`config.mk`:
```
export PLATFORM = sky130hd
export DESIGN_NAME = calc_sequencer_flat
export DESIGN_NICKNAME = d
export VERILOG_FILES = /design/src/rtl/calc_pkg.sv /design/src/rtl/calc_sequencer_if.sv /design/src/rtl/key_debounce.sv /design/src/rtl/calc_sequencer.sv /design/src/flat_wrapper.sv
export SDC_FILE = /design/constraint.sdc
export NUM_CORES = 1
export LEC_CHECK = 0
export CAP_MARGIN = 20
export CORE_MARGIN = 1.5
export CORE_UTILIZATION = 60
export CTS_BUF_LIST = sky130_fd_sc_hd__clkbuf_8
export DETAILED_ROUTE_END_ITERATION = 8
export GPL_ROUTABILITY_DRIVEN = 1
export PLACE_DENSITY = 0.81
export SYNTH_ARGS = -nofsm -noshare
export SYNTH_HDL_FRONTEND = slang
export SYNTH_SLANG_ARGS = --single-unit
export TNS_END_PERCENT = 5
```
`constraint.sdc`:
```
create_clock -name CLOCK_50 -period 3.98 [get_ports CLOCK_50]
set_input_delay 0.796 -clock CLOCK_50 [delete_from_list [all_inputs] [get_ports CLOCK_50]]
set_output_delay 0.796 -clock CLOCK_50 [all_outputs]
set_load 0.005 [all_outputs]
```
`src/rtl/calc_pkg.sv`:
```
// Shared encodings for the calculator sequencer: states, display sources,
// operator codes and phase LED patterns.
package calc_pkg;

  typedef enum logic [2:0] {
    ST_ENT_A = 3'd0,
    ST_ENT_B = 3'd1,
    ST_WAIT  = 3'd2,
    ST_SHOW  = 3'd3,
    ST_ERR   = 3'd4
  } state_t;

  localparam logic [1:0] DISP_A   = 2'b00;
  localparam logic [1:0] DISP_B   = 2'b01;
  localparam logic [1:0] DISP_RES = 2'b10;
  localparam logic [1:0] DISP_ERR = 2'b11;

  localparam logic [1:0] OP_ADD = 2'b00;
  localparam logic [1:0] OP_SUB = 2'b01;
  localparam logic [1:0] OP_MUL = 2'b10;
  localparam logic [1:0] OP_DIV = 2'b11;

  // WAIT keeps the ENT_B phase LED; only BUSY distinguishes it.
  localparam logic [3:0] LED_ENT_A = 4'b0001;
  localparam logic [3:0] LED_ENT_B = 4'b0010;
  localparam logic [3:0] LED_WAIT  = 4'b0010;
  localparam logic [3:0] LED_SHOW  = 4'b0100;
  localparam logic [3:0] LED_ERR   = 4'b1100;

endpackage

```
`src/rtl/calc_sequencer_if.sv`:
```
// Key, operator handshake and display signals of the calculator sequencer.
// slave is the sequencer side, master is the board/datapath side.
interface calc_sequencer_if;
  logic       KEY1_N;
  logic       KEY2_N;
  logic [1:0] OP_SEL;
  logic       OP_DONE;
  logic       OP_ERR;
  logic       LOAD_A;
  logic       LOAD_B;
  logic       OP_START;
  logic [1:0] OP_CODE;
  logic [1:0] DISP_SEL;
  logic [3:0] LEDG;
  logic       BUSY;

  modport master (
    output KEY1_N, KEY2_N, OP_SEL, OP_DONE, OP_ERR,
    input  LOAD_A, LOAD_B, OP_START, OP_CODE, DISP_SEL, LEDG, BUSY
  );

  modport slave (
    input  KEY1_N, KEY2_N, OP_SEL, OP_DONE, OP_ERR,
    output LOAD_A, LOAD_B, OP_START, OP_CODE, DISP_SEL, LEDG, BUSY
  );
endinterface

```
`src/rtl/key_debounce.sv`:
```
// Raw active-low key -> synchronized, debounced level -> one-cycle press pulse.
// The accepted level moves only after DB_CNT consecutive cycles at the new
// value; any return to the accepted level restarts the count.
module key_debounce #(
  parameter int DB_CNT = 500000
) (
  input  logic clk,
  input  logic rst,
  input  logic key_n,
  output logic press
);

  localparam int CW = (DB_CNT > 1) ? $clog2(DB_CNT) : 1;
  localparam logic [CW-1:0] CNT_LAST = CW'(DB_CNT - 1);

  logic          sync1;
  logic          sync2;
  logic          level;
  logic          level_d;
  logic [CW-1:0] cnt;

  // Synchronize, count stable cycles, and pulse on the accepted 1->0 change.
  always_ff @(posedge clk) begin
    if (rst) begin
      sync1   <= 1'b1;
      sync2   <= 1'b1;
      level   <= 1'b1;
      level_d <= 1'b1;
      cnt     <= '0;
      press   <= 1'b0;
    end else begin
      sync1   <= key_n;
      sync2   <= sync1;
      level_d <= level;
      press   <= level_d & ~level;
      if (sync2 == level) begin
        cnt <= '0;
      end else if (cnt == CNT_LAST) begin
        level <= sync2;
        cnt   <= '0;
      end else begin
        cnt <= cnt + 1'b1;
      end
    end
  end

endmodule

```
`src/rtl/calc_sequencer.sv`:
```
// Operand entry / operator sequencing FSM for the four-function calculator.
// state  | meaning
// ENT_A  | entering operand A; STORE loads A, NEXT moves on
// ENT_B  | entering operand B; STORE loads B, NEXT starts the operator
// WAIT   | operator running; keys discarded, done/error/timeout awaited
// SHOW   | result displayed; NEXT returns to ENT_A
// ERR    | fault displayed; NEXT returns to ENT_A
module calc_sequencer
  import calc_pkg::*;
#(
  parameter int DB_CNT  = 500000,
  parameter int TIMEOUT = 64
) (
  input logic             CLOCK_50,
  input logic             RST,
  calc_sequencer_if.slave bus
);

  localparam int TW = $clog2(TIMEOUT + 1);
  // Transition is taken on the edge where the count would reach TIMEOUT.
  localparam logic [TW-1:0] TMO_LAST = TW'(TIMEOUT - 1);

  state_t        state;
  logic [TW-1:0] tmo_cnt;
  logic          next_ev;
  logic          store_ev;
  logic          load_a_q;
  logic          load_b_q;
  logic          op_start_q;
  logic [1:0]    op_code_q;
  logic [1:0]    disp_q;
  logic [3:0]    ledg_q;
  logic          busy_q;

  key_debounce #(.DB_CNT(DB_CNT)) u_next_key (
    .clk   (CLOCK_50),
    .rst   (RST),
    .key_n (bus.KEY1_N),
    .press (next_ev)
  );

  key_debounce #(.DB_CNT(DB_CNT)) u_store_key (
    .clk   (CLOCK_50),
    .rst   (RST),
    .key_n (bus.KEY2_N),
    .press (store_ev)
  );

  // State sequencing with registered pulses, LEDs, display select and timeout.
  // STORE is tested before NEXT so a simultaneous NEXT is dropped.
  always_ff @(posedge CLOCK_50) begin
    if (RST) begin
      state      <= ST_ENT_A;
      tmo_cnt    <= '0;
      load_a_q   <= 1'b0;
      load_b_q   <= 1'b0;
      op_start_q <= 1'b0;
      op_code_q  <= OP_ADD;
      disp_q     <= DISP_A;
      ledg_q     <= LED_ENT_A;
      busy_q     <= 1'b0;
    end else begin
      load_a_q   <= 1'b0;
      load_b_q   <= 1'b0;
      op_start_q <= 1'b0;
      case (state)
        ST_ENT_A: begin
          if (store_ev) begin
            load_a_q <= 1'b1;
          end else if (next_ev) begin
            state  <= ST_ENT_B;
            ledg_q <= LED_ENT_B;
            disp_q <= DISP_B;
          end
        end
        ST_ENT_B: begin
          if (store_ev) begin
            load_b_q <= 1'b1;
          end else if (next_ev) begin
            state      <= ST_WAIT;
            op_start_q <= 1'b1;
            op_code_q  <= bus.OP_SEL;
            busy_q     <= 1'b1;
            tmo_cnt    <= '0;
            ledg_q     <= LED_WAIT;
            disp_q     <= DISP_B;
          end
        end
        ST_WAIT: begin
          if (bus.OP_DONE) begin
            busy_q <= 1'b0;
            if (bus.OP_ERR) begin
              state  <= ST_ERR;
              ledg_q <= LED_ERR;
              disp_q <= DISP_ERR;
            end else begin
              state  <= ST_SHOW;
              ledg_q <= LED_SHOW;
              disp_q <= DISP_RES;
            end
          end else if (tmo_cnt == TMO_LAST) begin
            busy_q <= 1'b0;
            state  <= ST_ERR;
            ledg_q <= LED_ERR;
            disp_q <= DISP_ERR;
          end else begin
            tmo_cnt <= tmo_cnt + 1'b1;
          end
        end
        ST_SHOW, ST_ERR: begin
          if (next_ev) begin
            state  <= ST_ENT_A;
            ledg_q <= LED_ENT_A;
            disp_q <= DISP_A;
          end
        end
        default: begin
          state  <= ST_ENT_A;
          ledg_q <= LED_ENT_A;
          disp_q <= DISP_A;
          busy_q <= 1'b0;
        end
      endcase
    end
  end

  assign bus.LOAD_A   = load_a_q;
  assign bus.LOAD_B   = load_b_q;
  assign bus.OP_START = op_start_q;
  assign bus.OP_CODE  = op_code_q;
  assign bus.DISP_SEL = disp_q;
  assign bus.LEDG     = ledg_q;
  assign bus.BUSY     = busy_q;

endmodule

```
`src/flat_wrapper.sv`:
```
// flat-port wrapper written by rule: the top's interface ports become plain ports
module calc_sequencer_flat import calc_pkg::*;
#(
  parameter int DB_CNT  = 500000,
  parameter int TIMEOUT = 64
)
  (CLOCK_50, RST, bus_KEY1_N, bus_KEY2_N, bus_OP_SEL, bus_OP_DONE, bus_OP_ERR, bus_LOAD_A, bus_LOAD_B, bus_OP_START, bus_OP_CODE, bus_DISP_SEL, bus_LEDG, bus_BUSY);
  calc_sequencer_if bus_i ();
  input logic CLOCK_50;
  input logic RST;
  input wire logic [$bits(bus_i.KEY1_N)-1:0] bus_KEY1_N;
  input wire logic [$bits(bus_i.KEY2_N)-1:0] bus_KEY2_N;
  input wire logic [$bits(bus_i.OP_SEL)-1:0] bus_OP_SEL;
  input wire logic [$bits(bus_i.OP_DONE)-1:0] bus_OP_DONE;
  input wire logic [$bits(bus_i.OP_ERR)-1:0] bus_OP_ERR;
  output wire logic [$bits(bus_i.LOAD_A)-1:0] bus_LOAD_A;
  output wire logic [$bits(bus_i.LOAD_B)-1:0] bus_LOAD_B;
  output wire logic [$bits(bus_i.OP_START)-1:0] bus_OP_START;
  output wire logic [$bits(bus_i.OP_CODE)-1:0] bus_OP_CODE;
  output wire logic [$bits(bus_i.DISP_SEL)-1:0] bus_DISP_SEL;
  output wire logic [$bits(bus_i.LEDG)-1:0] bus_LEDG;
  output wire logic [$bits(bus_i.BUSY)-1:0] bus_BUSY;
  assign bus_i.KEY1_N = bus_KEY1_N;
  assign bus_i.KEY2_N = bus_KEY2_N;
  assign bus_i.OP_SEL = bus_OP_SEL;
  assign bus_i.OP_DONE = bus_OP_DONE;
  assign bus_i.OP_ERR = bus_OP_ERR;
  assign bus_LOAD_A = bus_i.LOAD_A;
  assign bus_LOAD_B = bus_i.LOAD_B;
  assign bus_OP_START = bus_i.OP_START;
  assign bus_OP_CODE = bus_i.OP_CODE;
  assign bus_DISP_SEL = bus_i.DISP_SEL;
  assign bus_LEDG = bus_i.LEDG;
  assign bus_BUSY = bus_i.BUSY;
  calc_sequencer #(.DB_CNT(DB_CNT), .TIMEOUT(TIMEOUT)) u_core (.CLOCK_50(CLOCK_50), .RST(RST), .bus(bus_i));
endmodule
```
# ---- Word-level counts from Yosys, hierarchy flattened
# Index checks and enable logic that the tools add are counted.
dict set report op_classes {
  n_reduce_logical 17
  n_addsub 3
  eq_ne 19
  mux 35
  n_bitwise 10
}
# op count
set ops {}
lappend ops {{$add 19x1->19 const B} 2}
lappend ops {{$eq 19x19->1 const B} 2}
lappend ops {{$mux 7} 4}
lappend ops {{$mux 3} 8}
lappend ops {{$mux 4} 6}
lappend ops {{$ne 2x2->1 const B} 8}
lappend ops {{$pmux 7 s2} 1}
lappend ops {{$pmux 3 s4} 1}
lappend ops {{$pmux 4 s3} 1}
lappend ops {{$reduce_or 3->1} 4}
lappend ops {{$mux 2} 5}
lappend ops {{$not 1->1} 8}
lappend ops {{$reduce_and 4->1} 2}
lappend ops {{$reduce_or 2->1} 4}
lappend ops {{$add 7x1->7 const B} 1}
lappend ops {{$eq 7x6->1 const B} 1}
lappend ops {{$mux 1} 7}
lappend ops {{$eq 3x2->1 const B} 2}
lappend ops {{$pmux 2 s3} 1}
lappend ops {{$reduce_and 6->1} 1}
lappend ops {{$reduce_and 5->1} 1}
lappend ops {{$reduce_and 2->1} 2}
lappend ops {{$eq 3x1->1 const B} 1}
lappend ops {{$eq 3x3->1 const B} 1}
lappend ops {{other kinds (8)} 10}
dict set report totals {
  out_inout_bits 12
  input_bits 8
  wordCells 105
  reg_bits 70
}

# ---- Longest topological paths before layout
# Gate-level depths: netlist of the first run.
dict set report logic_depth {
  word_depth 4
  ltp_mapped 8
  ltp_nobuf 6
}

# ---- By module
# From an unflattened synthesis of the first run, not the netlist that was laid out.
dict set report hier_totals {
  hier_cells 338
  area_unflattened_um2 3076.7
}
# mod seq_area_each_um2 cells_each instances area_each_um2
set modules_own_cells {}
lappend modules_own_cells {calc_sequencer 420.4 113 1 1034.7}
lappend modules_own_cells {{key_debounce at u_core.u_store_key} 480.5 114 1 1024.7}
lappend modules_own_cells {{key_debounce at u_core.u_next_key} 480.5 111 1 1017.2}

# ---- Worst setup path before layout of the first run
# No wires, ideal clock.
dict set report synth_timing {
  path_kind {in2reg}
  start {input port bus_OP_DONE}
  end {register u_core.ledg_q[0] (netlist: u_core.bus.LEDG[0])}
  path_stages 6
  arrival_ps 2018
  t_required_ps 3860
  n_path_buf 1
  setup_slack_ps 1842
  setup_time_ps 120
  cell_sequence {or4b_4 -> a31oi_4 -> or3_4 -> buf_8 -> nor2_1 -> a211o_1}
}
dict set report synth_via {
  elab_chain_len 2
  elab_cells_between_ends 4
  classes_between {eq/ne (1); mux (2); reduce/logical (1)}
}
# item line_no
set synth_lines {}
lappend synth_lines {{from (decl)} flat_wrapper.sv:14} ;# input wire logic [$bits(bus_i.OP_DONE)-1:0] bus_OP_DONE;
lappend synth_lines {{$ne 3x2->1 (no source line) / $mux 4 (equally long branches)} --}
lappend synth_lines {{$reduce_and 4->1 (no source line) / $pmux 4 s3 (equally long branches)} --}
lappend synth_lines {{to (signal assigned)} calc_sequencer.sv:60} ;# ledg_q <= LED_ENT_A;
lappend synth_lines {{to (signal assigned)} calc_sequencer.sv:72} ;# ledg_q <= LED_ENT_B;
lappend synth_lines {{to (signal assigned)} calc_sequencer.sv:85} ;# ledg_q <= LED_WAIT;
lappend synth_lines {{to (decl)} calc_sequencer.sv:32} ;# logic [3:0] ledg_q;
# Several ways; a longest one is shown, not always the timed one.
# A chain may end at the register's enable or synchronous reset.

# ---- Final worst setup path of the first run
dict set report layout_timing {
  start {input port bus_OP_DONE}
  end {register u_core.state[2]}
}
dict set report layout_via {
  elab_chain_len 2
  elab_cells_between_ends 4
  classes_between {eq/ne (1); mux (2); reduce/logical (1)}
}
# item line_no
set layout_lines {}
lappend layout_lines {{$ne 3x2->1 (no source line) / $mux 3 (equally long branches)} --}
lappend layout_lines {{$reduce_and 6->1 (no source line) / $pmux 3 s4 (equally long branches)} --}
lappend layout_lines {{to (signal assigned)} calc_sequencer.sv:53} ;# state <= ST_ENT_A;
lappend layout_lines {{to (signal assigned)} calc_sequencer.sv:71} ;# state <= ST_ENT_B;
lappend layout_lines {{to (signal assigned)} calc_sequencer.sv:80} ;# state <= ST_WAIT;
lappend layout_lines {{to (decl)} calc_sequencer.sv:23} ;# state_t state;
# Several ways; a longest one is shown, not always the timed one.

==> summary.txt, run 1 <==
Worst setup path
  • Largest stage delay, worst path: roughly 0.57 ns
  • Critical Path RT: between 4 and 5 ns
  • Worst setup path start: bus_OP_DONE
  • CP Launch Type: primary input
  • CP Capture Type: flop
  • Worst setup path class: primary input to flop
  • Critical Path Fanout Max: 11
  • Crit path buf inv count: 1
  • Reg-to-reg critical path startpoint: u_core.tmo_cnt[0]
  • WP data arrival: ~2.7 ns
  • CP Cell Sequence: clkdlybuf4s50_1 > or4b_4 > a31oi_4 > or3_4 > or3_2 > a21oi_1
  • Critical path's top delay family: simple AND/OR/NAND/NOR gates
  • Slowest stage cell, crit path: clkdlybuf4s50_1

Logic synthesis
  • Async SR Flop Fraction: 0%
  • Number of flops mapped to enable cells by yosys: 0
  • Seq cells post-synth: about 70
  • Register area share after synthesis: between 40% and 50%
  • Yosys Warn Count: 0
  • Ys flop type: dfxtp_1
  • Distinct cells, synth: 40
  • Post-synthesis cell area: about 2900 um2
  • Mapped Avg Cell Area: roughly 9 um2
  • Syn_nets: ~340
  • Post-Syn Instances: 330

Power
  • Power Dens Cells: 398 nW/um2
  • Seq pwr share: 54.0%
  • Worst VDD drop: 0.000189 V
  • Clk network pwr share: around two fifths
  • Combinational power share: around 4.5%
  • Power Internal: 1.03 mW
  • Pleak: 1.17 nW
  • NetSw: 0.284 mW
  • Switching part of the total power: 21.6%

Global routing
  • First-pass GRT wire length: between 8000 and 9000 um
  • Met3 Usage GRT: roughly 4.1%
  • Initial antenna violation count: 0
  • Met2 usage: a little over a third
  • Most Crowded Layer GR: met2
  • Number of global-route vias before repair: 2032
  • Met1 GRT Util: ~25%
  • GRT overflow: 0
  • Pin count of the biggest net entering global routing: 18
  • GRT Overall Usage: 21.5%

Clock network
  • Post_cts resized: 0
  • CTS tree: yes
  • CTS Hold Bufs: 0
  • CTS buffer count: 9
  • Worst skew pair latency: 0.35 ns
  • Root buffer cell: clkbuf_8
  • CTS Buffer Depth: 2
  • Setup bufs post-CTS: 0
  • CTS clk-pin slew, worst paths: 0.07 ns
  • Max H-tree Level: 3
  • Clk sinks: between 60 and 70

Place
  • RD Place Congestion: ~0.84
  • Post-Place Cells: 391
  • Dpl cell area: 3100 um2
  • Port Buffer Count: 19
  • HPWL Detailed: 3530 um

Timing
  • Slew Viols, Final: 0
  • Clock Skews: 0.00721 ns
  • Final min period: 2.37 ns
  • Period utilization: around 60%
  • Final hold vios: 0
  • Slew @ Worst Pin: between 0.7 and 0.8 ns
  • Max Fclk: approximately 0.42 GHz
  • # setup viols final: 0
  • Slew HR: between 40% and 50%
  • Setup TNS: 0 ns
  • RSZ-0062 raised after global routing: no

Floorplan
  • Initial core utilization: 62.2%
  • Die area: approximately 5300 um2
  • FP Rows: 25
  • DIE WIDTH: 72.7 um
  • I/O pin count: 20
  • Core Box Area: around 4700 um2
  • Die Ht: approximately 73 um

Detailed routing
  • Via density: 5.52
  • Final WL: 5180 um
  • Antenna viol nets, final: 0
  • Number of DRC markers in iteration 0: 102
  • 1st-pass router iterations: 4
  • Routed via count: ~2.2k
  • Drc violations: 0
  • Routed WL per cell: 12.7 um

Hold path
  • Worst Hold Class: flop to flop
  • Worst Hold Launch: u_core.u_store_key.level_d

Cells and area
  • Area growth syn-to-layout: 13.0%
  • Layout cells sized above 1: a little under a tenth
  • Cell area after layout: roughly 3300 um2
  • Non-Filler Instances: between 400 and 500
  • Final Net Count: 359
  • Utilization after layout: 70.2%
  • Antenna diodes: 0

Job
  • Max Cap Viol: 0

Outcome
  • Status: finished clean
## kinds of logic after synthesis
kind of cell | after synthesis | synth area share, %
AOI/OAI and AO/OA | 28 | 6.22
xor gates and xnor gates | 36 | 10.8
adders and majority gates | 3 | 1.29
buffers and inverters | 23 | 4.03
DFF | 69 | 47.3
muxes | 3 | 1.03
and+or+nand+nor | 168 | 29.3
## cells in the final DEF, fill, tap and decap left out, drive strengths merged, types with 3 or more instances in the layout
cell / netlist / layout
dfxtp: 69 / 69
nor2: 62 / 62
xor2: 28 / 28
nand2: 25 / 25
clkdlybuf4s50: 0 / 19
nand3: 18 / 18
inv: 10 / 12
a21oi: 12 / 12
and3: 10 / 10
clkbuf: 7 / 10
or2: 9 / 9
xnor2: 8 / 8
nand4: 7 / 7
o21ai: 7 / 7
nor3: 6 / 6
nand2b: 5 / 5
or3: 5 / 5
nor4b: 4 / 4
and4: 3 / 3
nor4: 3 / 3
mux2i: 3 / 3
a211o: 3 / 3
ha: 3 / 3
a31oi: 3 / 3
## registers in the layout, summed over array words and instances, names as in the netlist, 2 cells and up
signal and count:
u_core.state 3, u_core.bus.LEDG 4, u_core.u_next_key.cnt 19, u_core.u_store_key.cnt 19, u_core.tmo_cnt 7, u_core.bus.OP_CODE 2
## path summary, 6_finish.rpt
kind	slack (ns)	depth (start not counted)	end
min reg2reg	0.41	2	u_core.u_store_key.press
max reg2reg	1.89	6	u_core.state[2]
min	0.41	2	u_core.u_store_key.press
max	1.61	6	u_core.state[2]
## per-stage QoR
stage	worst slack, ns	power (mW)	hold slack [ns]
finish	1.61	1.31	0.406
global route	1.54	1.36	0.428
CTS	1.63	1.33	0.413
detailed placement	1.30	0.782	0.399
global placement	1.33	0.781	0.394
floorplan	1.84	0.762	0.389
## synthesized netlist by cell type, types with 2 or more instances
| library cell | number | area [um2] |
|---|---|---|
| nor2_1 | 62 | 233 |
| and4_1 | 3 | 26.3 |
| a31oi_1 | 2 | 12.5 |
| xor2_1 | 28 | 245 |
| a221oi_1 | 2 | 17.5 |
| a21oi_1 | 12 | 60.1 |
| nor2b_1 | 2 | 12.5 |
| and3_1 | 10 | 62.6 |
| buf_4 | 3 | 22.5 |
| clkbuf_1 | 7 | 26.3 |
| dfxtp_1 | 69 | 1380 |
| inv_1 | 10 | 37.5 |
| a211o_1 | 3 | 26.3 |
| nand2b_1 | 5 | 31.3 |
| xnor2_1 | 8 | 70.1 |
| nor3_1 | 6 | 30.0 |
| or3_2 | 3 | 22.5 |
| nand3_1 | 18 | 90.1 |
| nor4b_1 | 4 | 35.0 |
| nor3b_1 | 2 | 15.0 |
| nor4_1 | 3 | 18.8 |
| ha_1 | 3 | 37.5 |
| or2_2 | 9 | 56.3 |
| mux2i_1 | 3 | 30.0 |
| nand4_1 | 7 | 43.8 |
| o21ai_0 | 7 | 35.0 |
| nand2_1 | 25 | 93.8 |
| nand3b_1 | 2 | 15.0 |
## worst min-delay path: stages, from the launching register on
cell	delay (ns)
dfxtp_1	0.30
inv_1	0.04
nor2_1	0.03
## layout make-up
class | count | area (um2)
inverter | 10 | 37.5
multi-input combinational | 238 | 1420
clock buffer | 10 | 138
tap | 54 | 67.6
fill | 376 | 1400
timing repair buffer | 20 | 198
clock inverter | 6 | 55.1
sequential | 69 | 1380
## per-layer routing
| metal | share of wire [%] | vias to the layer above |
|---|---|---|
| met5 | 0 | - |
| met4 | 2.6 | 0 |
| met3 | 3.1 | 14 |
| met2 | 47 | 48 |
| met1 | 47 | 1037 |
| li1 | - | 1148 |
## power groups by stage
stage               Combinational (mW)  Clock, mW  Sequential (mW)
finish                          0.0592      0.545            0.709
global route                    0.0657      0.586            0.709
CTS                             0.0596      0.561            0.708
detailed placement              0.0585          0            0.724
global placement                0.0571          0            0.724
floorplan                       0.0417          0            0.720
(Power assumes the default switching activity.)
==> run 2: changes to the inputs <==
==> constraint.sdc (replaced) <==
create_clock -name CLOCK_50 -period 2.4 [get_ports CLOCK_50]
set_input_delay 0.48 -clock CLOCK_50 [delete_from_list [all_inputs] [get_ports CLOCK_50]]
set_output_delay 0.48 -clock CLOCK_50 [all_outputs]
set_load 0.005 [all_outputs]
==> summary.txt, run 2 (synthesis gave the netlist of run 1 again) <==
Worst setup path
  • Slowest stage cell, crit path: or3_4
  • Reg-to-reg critical path startpoint: u_core.tmo_cnt[0]
  • Critical Path RT: about 2.7 ns
  • Reg2Reg Capture Point: u_core.state[2]
  • Worst setup path class: flop to flop
  • CP Cell Sequence: ha_1 > and4b_2 > a31oi_4 > or3_4 > or3_2 > a21oi_1
  • CP Capture Type: flop
  • WP data arrival: approximately 2.4 ns
  • Worst setup path start: u_core.tmo_cnt[0]
  • Largest stage delay, worst path: between 0.4 and 0.5 ns
  • CP Launch Type: flop
  • Setup slack, reg-to-reg: approximately 0.28 ns
  • R2r worst-path depth: 6
  • Critical Path Fanout Max: 11

Power
  • Worst VDD drop: approximately 0.00038 V
  • Post-layout power: roughly 2.1 mW
  • Pleak: ~1.2 nW
  • Power Dens Cells: approximately 630 nW/um2

Place
  • Post-Place Cells: between 300 and 400
  • Port Buffer Count: 19
  • Dpl cell area: roughly 3200 um2
  • Post-Place Worst Slack: 0.112 ns
  • HPWL Detailed: roughly 3700 um
  • RD Place Congestion: 0.844

Detailed routing
  • Routed via count: between 2k and 2.5k
  • Via density: 5.45
  • Routed WL per cell: ~13 um
  • 1st-pass router iterations: 5
  • Antenna viol nets, final: 0
  • Number of DRC markers in iteration 0: between 150 and 200
  • Drc violations: 0
  • Final WL: approximately 5200 um

Timing
  • Final Worst Setup Slack: between 0.2 and 0.3 ns
  • Slew @ Worst Pin: 0.632 ns
  • RSZ-0062 raised after global routing: no
  • Setup TNS: 0 ns
  • Clock Skews: 0.00685 ns
  • Final Hold Slack: roughly 0.4 ns
  • Final min period: 2.12 ns
  • Period utilization: 88.2%
  • # setup viols final: 0
  • Slew Viols, Final: 0
  • Final hold vios: 0
  • Slew HR: a little under three fifths
  • Max Fclk: between 0.4 and 0.5 GHz

Cells and area
  • Layout cells sized above 1: around 11%
  • Register area: 1380 um2
  • Antenna diodes: 0
  • Footprint of the multi-input gates: 1420 um2
  • Utilization after layout: between 70% and 80%
  • Non-Filler Instances: 414
  • Most common cell after layout, fill and taps aside: dfxtp_1
  • Area growth syn-to-layout: 14.5%
  • Number of fill cells: between 300 and 400
  • Most frequent cells in the layout: dfxtp_1, nor2_1, xor2_1, nand2_1, clkdlybuf4s50_1
  • Largest regs: u_core.u_next_key.cnt (19), u_core.u_store_key.cnt (19), u_core.tmo_cnt (7)
  • Cell area after layout: 3340 um2
  • Final Net Count: 367

Global routing
  • Pin count of the biggest net entering global routing: 18
  • First-pass GRT wire length: between 9000 and 10000 um
  • GRT overflow: 0
  • Number of global-route vias before repair: 2202
  • Initial antenna violation count: 0
  • GRT Overall Usage: between 20% and 30%

Outcome
  • Status: finished clean

Floorplan
  • I/O pin count: 20
  • FP Rows: 25
  • Die Ht: 72.7 um
  • Core Box Area: between 4000 and 5000 um2
  • DIE WIDTH: 72.7 um
  • Die area: roughly 5300 um2
  • Initial core utilization: between 60% and 70%

Clock network
  • CTS Buffer Depth: 2
  • Post_cts resized: 0
  • Setup bufs post-CTS: 0
  • CTS tree: yes
  • Max H-tree Level: 3
  • Worst skew pair latency: ~0.34 ns
  • Clk sinks: 69
  • CTS Hold Bufs: 0
  • Root buffer cell: clkbuf_8
  • CTS buffer count: 9
  • CTS clk-pin slew, worst paths: 0.07 ns

Hold path
  • Worst Hold Class: flop to flop
  • Hold depth: 1
  • Endpoint, Worst Hold: u_core.u_next_key.sync2
  • Worst Hold Launch: u_core.u_next_key.sync1

Job
  • Max Cap Viol: 0
[run 2: cell count changes in the layout (fill, tap and decap cells not counted), sizes merged]
cell	previous run	this run
buf	1	9
bufinv	1	0
clkbuf	10	12
clkinv	2	1
clkinvlp	1	0
[run 2: final cells by class]
class / instances / area share, %
multi-input cells: 238 / 42.5
clock inverters: 3 / 0.375
repair buffers: 28 / 7.72
clock buffers: 12 / 4.94
inverters: 10 / 1.12
well taps: 54 / 2.02
flip-flops and latches: 69 / 41.3
[run 2: worst max-delay path: cells and delay by family (launching register included)]
family	cells	cell delay (ns)
AND/OR/NAND/NOR	3	1.18
adder cells (fa/ha/maj)	1	0.21
AO/OA/AOI/OAI	2	0.28
flip-flops	1	0.38
[run 2: per-layer routing]
layer / global-route usage (%) / wire [um] / vias up
li1: - / - / 1171
met1: 26.6 / 2430 / 1035
met2: 37.8 / 2480 / 38
met3: 4.28 / 158 / 12
met4: 13.6 / 125 / 0
met5: 0 / 0 / -
[run 2: worst max-delay path by stage]
stage | depth (start not counted) | endpoint
2_1_floorplan | 7 | u_core.bus.LEDG[1]
3_3_place_gp | 6 | u_core.bus.LEDG[0]
3_5_place_dp | 6 | u_core.state[2]
4_1_cts | 6 | u_core.state[2]
5_1_grt | 6 | u_core.bus.LEDG[3]
6_report | 6 | u_core.state[2]
[run 2: where the power goes]
group / internal [mW] / switching [mW]
logic: 0.0555 / 0.0535
registers: 1.16 / 0.00815
clock network: 0.445 / 0.392
==> run 3: changes to the inputs <==
==> constraint.sdc (replaced) <==
create_clock -name CLOCK_50 -period 2.4 [get_ports CLOCK_50]
set_input_delay 0.36 -clock CLOCK_50 [delete_from_list [all_inputs] [get_ports CLOCK_50]]
set_output_delay 0.36 -clock CLOCK_50 [all_outputs]
set_load 0.005 [all_outputs]
==> summary.txt, run 3 (synthesis gave the netlist of run 1 again) <==
Clock network
  • Clk sinks: 69
  • Root buffer cell: clkbuf_8
  • CTS buffer count: 9
  • CTS Hold Bufs: 0
  • Setup bufs post-CTS: 0
  • Max H-tree Level: 3
  • Post_cts resized: 0
  • Worst skew pair latency: 0.34 ns
  • CTS Buffer Depth: 2
  • CTS tree: yes
  • CTS clk-pin slew, worst paths: approximately 0.070 ns

Timing
  • Setup TNS: 0 ns
  • Clock Skews: slightly below 0.009 ns
  • Final min period: roughly 2.1 ns
  • Slew Viols, Final: 0
  • # setup viols final: 0
  • RSZ-0062 raised after global routing: no
  • Slew @ Worst Pin: between 0.6 and 0.7 ns
  • Max Fclk: approximately 0.47 GHz
  • Slew HR: 56.9%
  • Period utilization: approximately 88%
  • Final hold vios: 0
  • Final Worst Setup Slack: ~0.28 ns

Floorplan
  • Initial core utilization: 62.2%
  • Core Box Area: about 4700 um2
  • DIE WIDTH: 72.7 um
  • I/O pin count: 20
  • FP Rows: 25
  • Die area: between 5000 and 6000 um2
  • Die Ht: 72.7 um

Power
  • NetSw: around 0.48 mW
  • Clk network pwr share: between 40% and 50%
  • Combinational power share: 4.8%
  • Worst VDD drop: ~0.00035 V
  • Switching part of the total power: about a fifth
  • Power Internal: ~1.8 mW
  • Power Dens Cells: roughly 670 nW/um2
  • Pleak: 1.22 nW
  • Seq pwr share: around 52%

Detailed routing
  • Drc violations: 0
  • Antenna viol nets, final: 0
  • WL met1: around 2400 um
  • Number of DRC markers in iteration 0: 92
  • Routed via count: around 2.3k
  • Final WL: about 5200 um
  • Via density: between 5 and 6
  • Metal2 WL: between 2000 and 2500 um
  • DR top layer: met4
  • Met3 wire length: 263 um
  • Routed WL per cell: ~13 um
  • 1st-pass router iterations: 5

Global routing
  • Initial antenna violation count: 0
  • Pin count of the biggest net entering global routing: 18
  • GRT Overall Usage: between 20% and 30%
  • First-pass GRT wire length: 9070 um
  • GRT overflow: 0
  • Number of global-route vias before repair: around 2.2k

Worst setup path
  • Crit path buf inv count: 0
  • Worst setup path start: u_core.tmo_cnt[0]
  • CP Capture Type: flop
  • Reg2Reg Capture Point: u_core.state[2]
  • Critical Path Fanout Max: 11
  • CP Launch Type: flop
  • CP Cell Sequence: ha_1 > and4b_2 > a31oi_4 > or3_4 > or3_2 > a21oi_1
  • Reg-to-reg critical path startpoint: u_core.tmo_cnt[0]
  • Setup slack, reg-to-reg: between 0.2 and 0.3 ns
  • Critical path depth in cells: 6
  • Critical path's top delay family: simple AND/OR/NAND/NOR gates
  • WP data arrival: 2.39 ns
  • Slowest stage cell, crit path: or3_4
  • Worst setup path class: flop to flop
  • Critical Path RT: 2.67 ns
  • Largest stage delay, worst path: approximately 0.46 ns
  • R2r worst-path depth: 6
  • Worst Setup EP: u_core.state[2]

Place
  • Port Buffer Count: 19
  • HPWL Detailed: roughly 3600 um
  • Post-Place Worst Slack: approximately 0.11 ns
  • Post-Place Cells: approximately 400
  • RD Place Congestion: 0.869

Outcome
  • Status: finished clean

Cells and area
  • Area growth syn-to-layout: 15.4%
  • Largest regs: u_core.u_next_key.cnt (19), u_core.u_store_key.cnt (19), u_core.tmo_cnt (7)
  • Antenna diodes: 0
  • Most common cell after layout, fill and taps aside: dfxtp_1
  • Layout cells sized above 1: 11.4%
  • Final Net Count: 366
  • Most frequent cells in the layout: dfxtp_1, nor2_1, xor2_1, nand2_1, clkdlybuf4s50_1
  • Non-Filler Instances: between 400 and 500

Hold path
  • Hold depth: 1
  • Worst Hold Launch: u_core.u_next_key.sync1
  • Worst Hold Class: flop to flop

Job
  • Max Cap Viol: 0
[run 3: worst register-to-register path: stages, from the launching register on]
cell	delay, ns
dfxtp_1	0.38
ha_1	0.21
and4b_2	0.27
a31oi_4	0.11
or3_4	0.46
or3_2	0.44
a21oi_1	0.17
[run 3: final cells by class]
cell class	instances	area (um2)
Clock inverter	4	45.0
Timing Repair Buffer	27	250
Fill cell	376	1330
Sequential cell	69	1380
Clock buffer	12	165
Tap cell	54	67.6
Multi-Input combinational cell	238	1420
Inverter	10	37.5
[run 3: power by group through the flow]
stage | combinational (mW) | clock [mW] | sequential (mW)
after floorplan | 0.0691 | 0 | 1.19
after global placement | 0.105 | 0 | 1.19
after detailed placement | 0.107 | 0 | 1.19
after CTS | 0.108 | 0.991 | 1.17
after global routing | 0.120 | 1.04 | 1.17
final | 0.108 | 0.977 | 1.17
[run 3: worst min-delay path by stage]
stage                               endpoint  slack (ns)
finish               u_core.u_next_key.sync2        0.41
global route        u_core.u_store_key.press        0.43
CTS                  u_core.u_next_key.sync2        0.41
detailed placement   u_core.u_next_key.sync2        0.40
global placement     u_core.u_next_key.sync2        0.39
floorplan            u_core.u_next_key.sync2        0.39
[run 3: through the flow]
stage / util, % / instance area [um2] / hold slack [ns] / total power [mW]
finish: 71.7 / 3370 / 0.407 / 2.25
CTS: 71.7 / 3370 / 0.413 / 2.27
global route: 71.7 / 3370 / 0.428 / 2.33
global placement: 67.3 / 3160 / 0.391 / 1.30
floorplan: - / 2920 / 0.389 / 1.26
detailed placement: 67.3 / 3160 / 0.401 / 1.30
[run 3: routing by layer]
metal / vias to the layer above / track usage [%]
li1: 1161 / -
met1: 1041 / 26.3
met2: 62 / 35.6
met3: 9 / 6.49
met4: 0 / 13.4
met5: - / 0
